$ cat config.mk
export PLATFORM = sky130hd
export DESIGN_NAME = afifo_rd_stream
export DESIGN_NICKNAME = d
export VERILOG_FILES = /design/src/rtl/afifo_rd_pkg.sv /design/src/rtl/afifo_rd_skid.sv /design/src/rtl/afifo_rd_stream.sv
export SDC_FILE = /design/constraint.sdc
export NUM_CORES = 1
export LEC_CHECK = 0
export ABC_AREA = 0
export CORE_MARGIN = 1
export CORE_UTILIZATION = 30
export CTS_BUF_LIST = sky130_fd_sc_hd__clkbuf_8
export CTS_CLUSTER_SIZE = 20
export DETAILED_ROUTE_END_ITERATION = 8
export HOLD_SLACK_MARGIN = 0.03
export PLACE_DENSITY_LB_ADDON = 0.3
export SLEW_MARGIN = 40
export SYNTH_ARGS = -nofsm -noshare
export SYNTH_HDL_FRONTEND = slang
export SYNTH_SLANG_ARGS = --single-unit
$ cat constraint.sdc
create_clock -name rclk -period 2.4 [get_ports rclk]
set_input_delay 0.72 -clock rclk [delete_from_list [all_inputs] [get_ports rclk]]
set_output_delay 0.72 -clock rclk [all_outputs]
set_load 0.005 [all_outputs]
$ cat src/rtl/afifo_rd_pkg.sv
// ---------------------------------------------------------------------------
// afifo_rd_pkg
// Shared types for the async_fifo read-side stream consumer.
//   state_t    : consumer FSM states (IDLE, RUN)
//   occ_t      : skid buffer occupancy (0..2)
//   pidx_width : width of the packet word index for a given packet length
// ---------------------------------------------------------------------------
package afifo_rd_pkg;

    typedef enum logic {
        IDLE = 1'b0,
        RUN  = 1'b1
    } state_t;

    typedef logic [1:0] occ_t;

    localparam occ_t OCC_FULL = 2'd2;

    // A packet length of 1 still needs a 1-bit index so the counter
    // declaration stays legal; the index simply never moves off zero.
    function automatic int pidx_width(input int pkt_len);
        return (pkt_len > 1) ? $clog2(pkt_len) : 1;
    endfunction

endpackage

$ cat src/rtl/afifo_rd_skid.sv
// ---------------------------------------------------------------------------
// afifo_rd_skid
// Two-entry, first-in-first-out {data, last} buffer between the FIFO pop
// strobe and the outgoing valid/ready stream. The head entry drives the
// stream outputs straight from registers.
// Ports:
//   clk, rst             clock, synchronous active-high reset
//   push                 write in_data/in_last this cycle
//   in_data, in_last     word and its end-of-packet tag
//   occ                  number of buffered entries (0..2)
//   out_valid            head entry present
//   out_ready            consumer takes the head entry
//   out_data, out_last   head entry contents
// ---------------------------------------------------------------------------
module afifo_rd_skid
    import afifo_rd_pkg::*;
#(
    parameter int DSIZE = 32
) (
    input  logic             clk,
    input  logic             rst,
    input  logic             push,
    input  logic [DSIZE-1:0] in_data,
    input  logic             in_last,
    output logic [1:0]       occ,
    output logic             out_valid,
    input  logic             out_ready,
    output logic [DSIZE-1:0] out_data,
    output logic             out_last
);

    occ_t             count;
    occ_t             count_next;
    logic [DSIZE-1:0] head_data;
    logic [DSIZE-1:0] tail_data;
    logic             head_last;
    logic             tail_last;
    logic             pop;
    logic             push_ok;

    // A push into a full buffer is only accepted when the head leaves in the
    // same cycle; the occupancy moves by at most one either way.
    always_comb begin
        pop        = (count != 2'd0) && out_ready;
        push_ok    = push && ((count != OCC_FULL) || pop);
        count_next = count;
        if (push_ok && !pop) begin
            count_next = count + 2'd1;
        end else if (!push_ok && pop) begin
            count_next = count - 2'd1;
        end
    end

    // The head register always holds the oldest word. It reloads from the
    // tail when a full buffer drains, or from the input when the new word
    // would otherwise land in an empty head slot.
    always_ff @(posedge clk) begin
        if (rst) begin
            count     <= 2'd0;
            head_data <= '0;
            head_last <= 1'b0;
            tail_data <= '0;
            tail_last <= 1'b0;
        end else begin
            count <= count_next;
            if (pop && (count == OCC_FULL)) begin
                head_data <= tail_data;
                head_last <= tail_last;
            end else if (push_ok && ((count == 2'd0) || ((count == 2'd1) && pop))) begin
                head_data <= in_data;
                head_last <= in_last;
            end
            if (push_ok && (((count == 2'd1) && !pop) || ((count == OCC_FULL) && pop))) begin
                tail_data <= in_data;
                tail_last <= in_last;
            end
        end
    end

    assign occ       = count;
    assign out_valid = (count != 2'd0);
    assign out_data  = head_data;
    assign out_last  = head_last;

endmodule

$ cat src/rtl/afifo_rd_stream.sv
// ---------------------------------------------------------------------------
// afifo_rd_stream
// Read-domain consumer for async_fifo. Pops the first-word-fall-through FIFO
// into a two-entry skid buffer and presents the words as a valid/ready
// stream with m_last marking every PKT_LEN-th word. Counts delivered words
// and packets.
// Ports:
//   rclk, rrst          read clock, synchronous active-high reset
//   en                  allow starting / continuing packets
//   rinc                FIFO pop strobe
//   rdata, rempty       FIFO head word and empty flag
//   arempty             FIFO holds at most one word
//   m_data, m_valid,
//   m_ready, m_last     outgoing stream
//   word_cnt, pkt_cnt   delivered words / packets, wrapping
// ---------------------------------------------------------------------------
module afifo_rd_stream
    import afifo_rd_pkg::*;
#(
    parameter int DSIZE      = 32,
    parameter int PKT_LEN    = 16,
    parameter int WAIT_BURST = 0,
    parameter int CNT_W      = 32
) (
    input  logic             rclk,
    input  logic             rrst,
    input  logic             en,
    output logic             rinc,
    input  logic [DSIZE-1:0] rdata,
    input  logic             rempty,
    input  logic             arempty,
    output logic [DSIZE-1:0] m_data,
    output logic             m_valid,
    input  logic             m_ready,
    output logic             m_last,
    output logic [CNT_W-1:0] word_cnt,
    output logic [CNT_W-1:0] pkt_cnt
);

    localparam int PIDX_W = pidx_width(PKT_LEN);
    typedef logic [PIDX_W-1:0] pidx_t;
    localparam pidx_t LAST_IDX = pidx_t'(PKT_LEN - 1);

    state_t state;
    pidx_t  pop_idx;
    occ_t   occ;
    logic   at_last;
    logic   start_ok;
    logic   handshake;

    // Pops come from registered state and occupancy plus the live empty
    // flag, so rinc can never fire against an empty FIFO.
    always_comb begin
        at_last   = (pop_idx == LAST_IDX);
        start_ok  = en && !rempty && ((WAIT_BURST == 0) || !arempty);
        rinc      = !rrst && (state == RUN) && !rempty && (occ != OCC_FULL);
        handshake = m_valid && m_ready;
    end

    // IDLE is only entered on a packet boundary. When en is low the FSM
    // leaves RUN on the same edge that pops the packet's last word, so the
    // first word of the next packet is never popped; at an already-reached
    // boundary a pop in that cycle starts a packet which must then finish.
    always_ff @(posedge rclk) begin
        if (rrst) begin
            state   <= IDLE;
            pop_idx <= '0;
        end else begin
            if (rinc) begin
                pop_idx <= at_last ? '0 : pop_idx + 1'b1;
            end
            unique case (state)
                IDLE: begin
                    if (start_ok) begin
                        state <= RUN;
                    end
                end
                RUN: begin
                    if (!en && ((rinc && at_last) || (!rinc && (pop_idx == '0)))) begin
                        state <= IDLE;
                    end
                end
                default: state <= IDLE;
            endcase
        end
    end

    // Delivered-word and delivered-packet counters wrap naturally.
    always_ff @(posedge rclk) begin
        if (rrst) begin
            word_cnt <= '0;
            pkt_cnt  <= '0;
        end else if (handshake) begin
            word_cnt <= word_cnt + 1'b1;
            if (m_last) begin
                pkt_cnt <= pkt_cnt + 1'b1;
            end
        end
    end

    afifo_rd_skid #(
        .DSIZE (DSIZE)
    ) u_skid (
        .clk       (rclk),
        .rst       (rrst),
        .push      (rinc),
        .in_data   (rdata),
        .in_last   (at_last),
        .occ       (occ),
        .out_valid (m_valid),
        .out_ready (m_ready),
        .out_data  (m_data),
        .out_last  (m_last)
    );

endmodule

# Word-level counts from Yosys, hierarchy flattened
# Cells that the tools add are included.
# totals
register_bits	137
input_bits	38
out_inout_bits	99
wordCells	61
# classes
add_sub_neg	5
n_eq_ne	4
muxes	10
n_bitwise	1
reduce_logical	32
# ops
operator	n
32-bit by 1-bit adder with 32-bit output (second input constant)	2
32-bit 2-to-1 mux	2
1-bit logical AND	16
1-bit zero test	6
2-bit nonzero test	3
4-bit by 1-bit adder with 4-bit output (second input constant)	1
4-bit == test (second input constant)	1
4-bit zero test	1
1-bit logical OR	4
1-bit 2-to-1 mux	4
2-bit 2-to-1 mux	2
4-bit 2-to-1 mux	1
2-bit by 1-bit adder with 2-bit output (second input constant)	1
2-bit by 1-bit == test with 1-bit output (second input constant)	1
2-bit == test (second input constant)	1
2-bit zero test	1
2-bit != test (second input constant)	1
1-bit one-hot mux with 2 select lines	1
2-bit AND reduction	1
2-bit by 1-bit subtractor with 2-bit output (second input constant)	1
1-bit NOT	1

# Longest topological paths before layout
# logic_depth
word_depth	10
depth_mapped	12
depth_no_buf	9

# Cells and area by module
# From an unflattened synthesis, not the netlist that was laid out.
# unflattened
cells_unflattened	702
area_unflattened_um2	6621.4
# modules_own_cells
mod	instances	cells_per_inst	area_each_um2	seq_area_each_um2
afifo_rd_stream	1	389	3330.7	1381.3
afifo_rd_skid	1	313	3290.7	1361.3

# Worst setup path after synthesis
# OpenSTA, ideal clock, no wires.
# synth_path
kind	input to register
start	input rrst
end	register u_skid.head_data[18], in the netlist u_skid.out_data[18]
setup_time_ps	133
t_arrival_ps	2309
required_time_ps	2267
slack_ps	-42
stages	10
n_path_buf	5
cell_sequence	buf_2 -> or4b_1 -> buf_2 -> inv_4 -> and3_1 -> buf_4 -> or2_1 -> buf_4 -> buf_6 -> a311oi_1
# synth_between
elab_chain_cells	7
# synth_rtl
item	line_no	source
start, declared	afifo_rd_stream.sv:26	input logic rrst,
1-bit zero test	afifo_rd_stream.sv:56	rinc = !rrst && (state == RUN) && !rempty && (occ != OCC_FULL);
1-bit logical AND (3 in a row)	afifo_rd_stream.sv:56	
via rinc	afifo_rd_stream.sv:28	output logic rinc,
1-bit logical AND	afifo_rd_skid.sv:45	push_ok = push && ((count != OCC_FULL) || pop);
1-bit logical AND	afifo_rd_skid.sv:69	end else if (push_ok && ((count == 2'd0) || ((count == 2'd1) && pop))) begin
2-bit nonzero test (no line)	-	
end signal, assigned	afifo_rd_skid.sv:67	head_data <= tail_data;
end signal, assigned	afifo_rd_skid.sv:70	head_data <= in_data;
end, declared	afifo_rd_skid.sv:34	logic [DSIZE-1:0] head_data;
# The timed path passes the listed nets, and every way through them passes these cells.
# A chain may end at the register's enable or synchronous reset.

# Worst setup path after layout
# layout_path
start	input rempty
end	output rinc
# layout_between
elab_chain_cells	3
# layout_rtl
item	line_no	source
start, declared	afifo_rd_stream.sv:30	input logic rempty,
1-bit zero test	afifo_rd_stream.sv:56	
1-bit logical AND (2 in a row)	afifo_rd_stream.sv:56	
end, declared	afifo_rd_stream.sv:28	
# Every way passes these cells.

==> impl_metrics.toml <==
[outcome]
outcome = "completed"

[pwr]
p_total_mw = 4.871
power.leakage_nw = 2.874
worst_ir_drop_vdd_mv = 0.3529
power_density_nw_per_um2 = 575.4

[placement]
hpwl_um = 11030
post_dp_cell_area_um2 = 8078
io_buffers = 135
globalplace.congestion = 0.7538

[logic_synthesis]
async_flop_share_pct = 0
synth_top_family_by_area = "simple AND/OR/NAND/NOR gates"
ys_seq_elements = 137
synth_enable_flop_cells = 0
syn_nets = 802
synth_warnings = 0
synth-simple-area-share_pct = 29.36
synthDistinctLibCells = 40
synth.avg_cell_area_um2 = 8.270
synth_seq_area_share_pct = 43.87
synth_flop_cell = "dfxtp_1"
syn_area_um2 = 6252
synthCells = 756
synthAdderAreaFrac_pct = 1.601
synth_compound_area_share_pct = 13.33
muxShareOfSynthArea_pct = 2.522
synthXorXnorAreaFrac_pct = 3.362

[flow_run]
max_cap_violations = 0

[sta]
final_hold_viol_count = 0
final.setup_skew_ps = 11.01
worst_pin_slew_ps = 613.7
final_max_slew_viol_count = 0
fin_tns_setup_ps = 0
relSlewSlack_pct = 59.08
max_freq_mhz = 421.9
setup_violations = 0
fin_crit_sh_pct = 98.76
period_needed_ps = 2370
rsz0062_at_grt = "true"

[drt]
ant_nets = 0
drt-vias-per-instance = 4.986
vias = 5858
drc = 0
routed_wl_um = 16980
initialDrtViolationCount = 302
routedWlPerCell_um = 14.45
dr.pass1.iters = 5

[critical_path]
path_class = "input port to primary output"
path_delay_family = "simple AND/OR/NAND/NOR gates"
cp-end-kind = "primary output"
slowest_delay_ps = 540
cpMaxStageDelayCell = "or4b_4"
worstPathCellList = "dlygate4sd2_1 > or4b_4 > clkinv_4 > buf_6"
crit_path_start_kind = "input port"
worstPathRequired_ps = 1680
worst-path-buf-inv = 3
crit_fanout = 2
critPathArrivalTime_ps = 1650

[clock_network]
cts-root-buf = "clkbuf_8"
tritoncts = "yes"
cts_sinks = 137
numCtsBuffers = 17
clk_latency_ps = 440
h-tree-depth = 4
clock_path_buffers = 2
ctsHoldBuffers = 0
post-cts-setup-buffer-count = 0
cts.clk_slew.worst_paths_ps = 70

[layout]
drive_gt1_share_pct = 11.27
antenna_cells = 0
fill_cells = 2085
stdcell_area_um2 = 8466
layout.nets = 940
syn2layout_area_growth_pct = 35.40

[grt]
antenna_found_initial = 0
gr-total-overflow = 0
grt_pass1_vias = 5443
grt_max_degree = 58
track_usage_pct = 16.07
grt_pass1_wl_um = 27730

[floorplanning]
start_util_pct = 30.70
row_count = 52
die_area_um2 = 21420
chipHeight_um = 146.4
num_io_pins = 137
core_um2 = 20360
die_w_um = 146.4

[hold_path]
hp-class = "flop to flop"
==> cells by family after synthesis <==
| logic type | count (synthesis) |
|---|---|
| buffers and inverters | 78 |
| AO/OA/AOI/OAI | 131 |
| adder cells (fa/ha/maj) | 8 |
| XOR/XNOR | 24 |
| AND/OR/NAND/NOR | 364 |
| multiplexers | 14 |
| flip-flops | 137 |
==> synth_stat cells, types with 3 or more instances <==
library cell	n	area, um2
and4_1	7	61.31
nor2b_1	15	93.84
nand3_1	52	260.3
dfxtp_1	137	2743
clkbuf_1	36	135.1
buf_2	11	55.05
or3_1	9	56.30
buf_6	7	78.83
or4_1	21	157.7
a21oi_1	68	340.3
o31ai_1	20	150.1
o21ai_0	9	45.04
nor4_1	13	81.33
buf_4	3	22.52
ha_1	8	100.1
and4b_1	3	30.03
and3_1	6	37.54
nor2_1	41	153.9
nand2_1	130	488.0
xnor2_1	7	61.31
inv_1	18	67.56
a311oi_1	33	289.0
mux2_2	14	157.7
nor3_1	39	195.2
xor2_1	17	148.9
nand4_1	14	87.58
==> worst paths after layout <==
check                       startpoint              endpoint  slack (ps)  depth (start not counted)
setup reg to reg         u_skid.occ[0]          word_cnt[31]         170                          9
hold reg to reg   u_skid.tail_data[20]  u_skid.tail_data[20]         460                          2
setup / recovery                rempty                  rinc          30                          4
hold / removal    u_skid.tail_data[20]  u_skid.tail_data[20]         460                          2
==> report_power, final <==
group          internal, mW  leakage (nW)  switching (mW)
Clock                 0.948         0.193           0.862
Combinational         0.335          1.58           0.366
Sequential             2.32          1.11          0.0366
Total                  3.61          2.87            1.26
==> registers in the layout, summed over array words and instances (netlist names) <==
| register | flops |
|---|---|
| pkt_cnt | 32 |
| u_skid.out_data | 32 |
| u_skid.tail_data | 32 |
| word_cnt | 32 |
| pop_idx | 4 |
| u_skid.occ | 2 |
| state | 1 |
| u_skid.out_last | 1 |
| u_skid.tail_last | 1 |
==> cell type report <==
type	instances	area (um2)	share of cell area [%]
clock buffer	19	261.5	3.089
clock inverter	11	108.9	1.286
inverter	19	76.32	0.9016
multi-input combinational	541	3169	37.44
sequential	137	2745	32.43
tap	270	337.8	3.991
timing repair buffer	178	1767	20.87
==> timing repair <==
action | CTS | global route
endpoints found under the setup margin | 2 | 18
pin swaps | 2 | 1
resized for setup | 12 | 5
endpoints found under the hold margin | 0 | 0
==> cell usage in the layout, fill, tap and decap left out, drive strengths merged, types with 17 or more instances in the layout <==
master,instances
a21oi,68
a311oi,33
buf,45
clkbuf,20
clkdlybuf4s50,131
dfxtp,137
inv,21
nand2,130
nand3,52
nor2,41
nor3,39
o31ai,20
or4,23
xor2,17
==> tightest hold or removal path: stages (launching register included) <==
cell	delay, ps
dfxtp_1	310
nand2_1	50
a21oi_1	50
==> per-layer routing <==
metal | GRT usage, % | up-vias | wire, um
met5 | 0 | - | 0
met4 | 5.625 | 0 | 354
met3 | 4.344 | 20 | 791
met2 | 25.33 | 130 | 7840
met1 | 21.07 | 2732 | 7997
li1 | - | 2976 | -
==> per-stage QoR <==
| stage | instances | setup slack, ps | utilization [%] | hold WS [ps] |
|---|---|---|---|---|
| after floorplan | 756 | 4.503 | - | 436.6 |
| after global placement | 1145 | -662.3 | 39.67 | 442.4 |
| after detailed placement | 1145 | -649.3 | 39.67 | 447.6 |
| after CTS | 1175 | -12.49 | 41.56 | 458.7 |
| after global routing | 1175 | -22.72 | 41.57 | 467.3 |
| final | 1175 | 29.72 | 41.57 | 455.6 |
Power figures use the tool's default switching activity.
